## src/rtl/fact_sched.sv

```systemverilog
// Round-robin job scheduler sharing the factorial accelerator's register port
// between two requesters: write n, start, poll status, read result, clear start.
module fact_sched #(
    parameter int unsigned POLL_TIMEOUT = 255
) (
    input  logic        clk,
    input  logic        rst,
    input  logic        req0,
    input  logic [3:0]  n0,
    input  logic        req1,
    input  logic [3:0]  n1,
    output logic        ack0,
    output logic        ack1,
    output logic [31:0] result,
    output logic        err,
    output logic        busy,
    output logic [1:0]  fact_a,
    output logic        fact_we,
    output logic [3:0]  fact_wd,
    input  logic [31:0] fact_rd
);

    localparam logic [7:0] LP_CNT_LAST = 8'(POLL_TIMEOUT - 1);

    typedef enum logic [2:0] {
        IDLE,
        WR_N,
        WR_GO,
        POLL,
        READ,
        ACK
    } state_t;

    state_t      r_state;
    logic        r_gid;
    logic        r_last;
    logic [7:0]  r_cnt;
    logic        r_ack0;
    logic        r_ack1;
    logic [31:0] r_result;
    logic        r_err;
    logic        r_busy;
    logic [1:0]  r_a;
    logic        r_we;
    logic [3:0]  r_wd;

    logic        w_grant1;
    logic [3:0]  w_n_sel;
    logic        w_poll_fail;

    // On a tie the requester that was not granted last time wins.
    assign w_grant1    = req1 & (~req0 | ~r_last);
    assign w_n_sel     = w_grant1 ? n1 : n0;
    assign w_poll_fail = fact_rd[1] | (~fact_rd[0] & (r_cnt == LP_CNT_LAST));

    assign ack0    = r_ack0;
    assign ack1    = r_ack1;
    assign result  = r_result;
    assign err     = r_err;
    assign busy    = r_busy;
    assign fact_a  = r_a;
    assign fact_we = r_we;
    assign fact_wd = r_wd;

    // Port outputs are registered, so each branch loads the values for the state being entered.
    always_ff @(posedge clk) begin
        if (rst) begin
            r_state  <= IDLE;
            r_gid    <= 1'b0;
            r_last   <= 1'b1;
            r_cnt    <= 8'd0;
            r_ack0   <= 1'b0;
            r_ack1   <= 1'b0;
            r_result <= 32'd0;
            r_err    <= 1'b0;
            r_busy   <= 1'b0;
            r_a      <= 2'd0;
            r_we     <= 1'b0;
            r_wd     <= 4'd0;
        end else begin
            r_ack0 <= 1'b0;
            r_ack1 <= 1'b0;
            case (r_state)
                IDLE: begin
                    if (req0 || req1) begin
                        r_state <= WR_N;
                        r_gid   <= w_grant1;
                        r_last  <= w_grant1;
                        r_busy  <= 1'b1;
                        r_a     <= 2'd0;
                        r_we    <= 1'b1;
                        r_wd    <= w_n_sel;
                    end
                end
                WR_N: begin
                    r_state <= WR_GO;
                    r_a     <= 2'd1;
                    r_we    <= 1'b1;
                    r_wd    <= 4'd1;
                end
                WR_GO: begin
                    r_state <= POLL;
                    r_cnt   <= 8'd0;
                    r_a     <= 2'd2;
                    r_we    <= 1'b0;
                    r_wd    <= 4'd0;
                end
                POLL: begin
                    if (w_poll_fail) begin
                        r_state  <= ACK;
                        r_result <= 32'd0;
                        r_err    <= 1'b1;
                        r_ack0   <= ~r_gid;
                        r_ack1   <= r_gid;
                        r_a      <= 2'd1;
                        r_we     <= 1'b1;
                        r_wd     <= 4'd0;
                    end else if (fact_rd[0]) begin
                        r_state <= READ;
                        r_a     <= 2'd3;
                    end else begin
                        r_cnt <= r_cnt + 8'd1;
                    end
                end
                READ: begin
                    r_state  <= ACK;
                    r_result <= fact_rd;
                    r_err    <= 1'b0;
                    r_ack0   <= ~r_gid;
                    r_ack1   <= r_gid;
                    r_a      <= 2'd1;
                    r_we     <= 1'b1;
                    r_wd     <= 4'd0;
                end
                ACK: begin
                    r_state <= IDLE;
                    r_busy  <= 1'b0;
                    r_a     <= 2'd0;
                    r_we    <= 1'b0;
                    r_wd    <= 4'd0;
                end
                default: begin
                    r_state <= IDLE;
                end
            endcase
        end
    end

endmodule

```

## config.mk

```make
export PLATFORM = sky130hd
export DESIGN_NAME = fact_sched
export DESIGN_NICKNAME = d
export VERILOG_FILES = /design/src/rtl/fact_sched.sv
export SDC_FILE = /design/constraint.sdc
export NUM_CORES = 1
export LEC_CHECK = 0
export ABC_AREA = 1
export CORE_UTILIZATION = 48
export DETAILED_ROUTE_END_ITERATION = 8
export GPL_TIMING_DRIVEN = 0
export PLACE_DENSITY = 0.93
export SYNTH_ARGS = -nofsm -noshare
export SYNTH_HDL_FRONTEND = slang
export SYNTH_SLANG_ARGS = --single-unit
```

## constraint.sdc

```tcl
create_clock -name clk -period 3 [get_ports clk]
set_input_delay 0.9 -clock clk [delete_from_list [all_inputs] [get_ports clk]]
set_output_delay 0.9 -clock clk [all_outputs]
set_load 0.05 [all_outputs]
```

==> results.json <==
{
  "status": "finished clean",
  "async_flop_share": 0,
  "leakage_nw": 1.27,
  "critPathMaxFanout": 2,
  "ys.flop_type": "dfxtp_1",
  "fillers": 367,
  "gp_congestion": 0.823,
  "fp.dieW_um": 73.5,
  "grt_pass1_vias": 2421,
  "route.met3.wl_um": 530,
  "wl_met1_um": 2570,
  "rsz0062_at_grt": "no",
  "drc": 0,
  "timing.critical_path.buf_inv": 1,
  "slowest_stage": "clkdlybuf4s50_1",
  "drive_above_1_share": 0.112,
  "synth_cell_types": 27,
  "final_nets": 465,
  "die_y_um": 73.5,
  "syn_inst": 326,
  "wire_per_inst_um": 13.4,
  "crit_path_cell_trace": "clkdlybuf4s50_1",
  "track_usage": 0.254,
  "cts_buffers": 5,
  "start_util": 0.509,
  "overflow": 0,
  "ir_drop_v": 0.000294,
  "path_class": "register to primary output",
  "maxCapViolCount": 0,
  "core-area_um2": 4820,
  "worst_pin_slew_ns": 0.539,
  "dr.pass1.iters": 4,
  "hold_buffers": 0,
  "clock-sinks": 56,
  "drt-initial-drc-count": 118,
  "via_count": 2455,
  "clock_path_buffers": 2,
  "syn-cell-area_um2": 2450,
  "ctsHtreeMaxLevel": 2,
  "ys_top_cells_by_area": "dfxtp_1, nand2_1, a21oi_1",
  "timing.setup.tns_ns": 0,
  "post_cts_buffers": 0,
  "ys_warn_count": 0,
  "hold_viol_final": 0,
  "hold_class": "register to register",
  "clockRootBuffer": "clkbuf_8",
  "grt_max_degree": 17,
  "placed_area_um2": 3390,
  "vias_per_cell": 5.05,
  "fmax_mhz": 414,
  "grt_pass1_wl_um": 10600,
  "period_minus_slack_ns": 2.41,
  "layout_common_cells": "nand2_1, clkdlybuf4s50_1, dfxtp_1, a21oi_1, nor2_1",
  "num_rows": 25,
  "start_kind": "register",
  "io_buffers": 85,
  "cts_tree": "yes",
  "highest_layer": "met4",
  "period_share": 0.805,
  "netlist.top_cell.by_area": "dfxtp_1",
  "drtAntennaViolNets": 0,
  "ys_seq_elements": 56,
  "synth_top_area_frac": 0.457,
  "critical_path_arrival_ns": 1.51,
  "area_growth_pct": 42.0,
  "final_max_slew_viol_count": 0,
  "ios": 87,
  "crit_family": "buffers and inverters",
  "p_per_area_nw_per_um2": 479,
  "fin_area_um2": 3480,
  "required_ns": 2.10,
  "worst_clock_skew_ns": 0.00808,
  "cts-resized-gates": 0,
  "wirelength_um": 6510,
  "dr_wl_met2_um": 3330,
  "synth_edf_count": 0,
  "whs_ns": 0.466,
  "setup-violations-final": 0,
  "diodes": 0,
  "synth_nets": 373,
  "antenna_found_initial": 0,
  "slew_headroom": 0.640,
  "clk_pin_slew_ns": 0.10,
  "insertion_delay_ns": 0.31,
  "syn_avg_cell_area_um2": 7.52,
  "endpoint_kind": "primary output",
  "ys_seq_area_frac": 0.457,
  "dieArea_um2": 5400,
  "crit_path_max_incr_delay_ns": 0.83,
  "place_hpwl_um": 4720,
  "mostFrequentLayoutCell": "nand2_1"
}
synthesized netlist by cell type, types with 2 or more instances:
cell type	n
nor2_1	31
nand2_4	3
inv_2	6
nand4_1	2
a21oi_2	8
buf_2	3
a21oi_1	37
nand2_1	104
o21ai_0	8
nand2_2	13
clkbuf_1	6
ha_1	3
o21ai_1	3
inv_1	13
nand3_1	17
xor2_1	2
buf_8	2
dfxtp_1	56
sequential cells by signal, summed over array words and instances (netlist names):
register	flops
err	1
r_state	3
r_cnt	8
fact_a	2
r_last	1
busy	1
r_gid	1
ack1	1
ack0	1
fact_we	1
result	32
fact_wd	4
logic make-up (layout without fill, tap and decap cells):
group	Yosys count	in the layout	share of synthesized area
buffers and inverters	31	124	0.0648
AOI/OAI and AO/OA	57	57	0.129
DFF	56	56	0.457
xor gates and xnor gates	3	3	0.0107
and+or+nand+nor	176	176	0.323
adders and majority gates	3	3	0.0153
through the flow:
step	worst slack (ns)	power, mW	utilization	instances
2_1_floorplan	1.24	1.09	-	326
3_3_place_gp	0.647	1.24	0.703	478
3_5_place_dp	0.574	1.25	0.703	478
4_1_cts	0.600	1.67	0.722	486
5_1_grt	0.553	1.74	0.722	486
6_report	0.586	1.67	0.722	486
report_power, final:
part           switching [mW]  internal, mW  leakage, nW
combinational           0.270         0.165        0.776
clock                   0.239         0.188       0.0445
sequential             0.0243         0.781        0.454
total                   0.534          1.13         1.27
per-layer routing:
metal  track usage  vias up
met5             0        -
met4        0.0962        0
met3         0.110       11
met2         0.437       72
met1         0.275     1146
li1              -     1226
final timing paths:
kind | from | end | slack (ns) | cells past startpoint
max | result[24] | result[24] | 0.59 | 1
min | result[23] | result[23] | 0.47 | 2
min reg2reg | result[23] | result[23] | 0.47 | 2
max reg2reg | r_cnt[0] | result[24] | 1.31 | 10
final cells by class:
class,count,area [um^2],share of cell area
clock inverters,1,7.51,0.00216
clock buffers,7,86.3,0.0248
plain buffers,12,87.6,0.0252
flip-flops and latches,56,1120,0.322
repair buffers,85,851,0.245
well taps,67,83.8,0.0241
inverters,19,71.3,0.0205
multi-input cells,239,1170,0.337
Power figures use the tool's default switching activity.
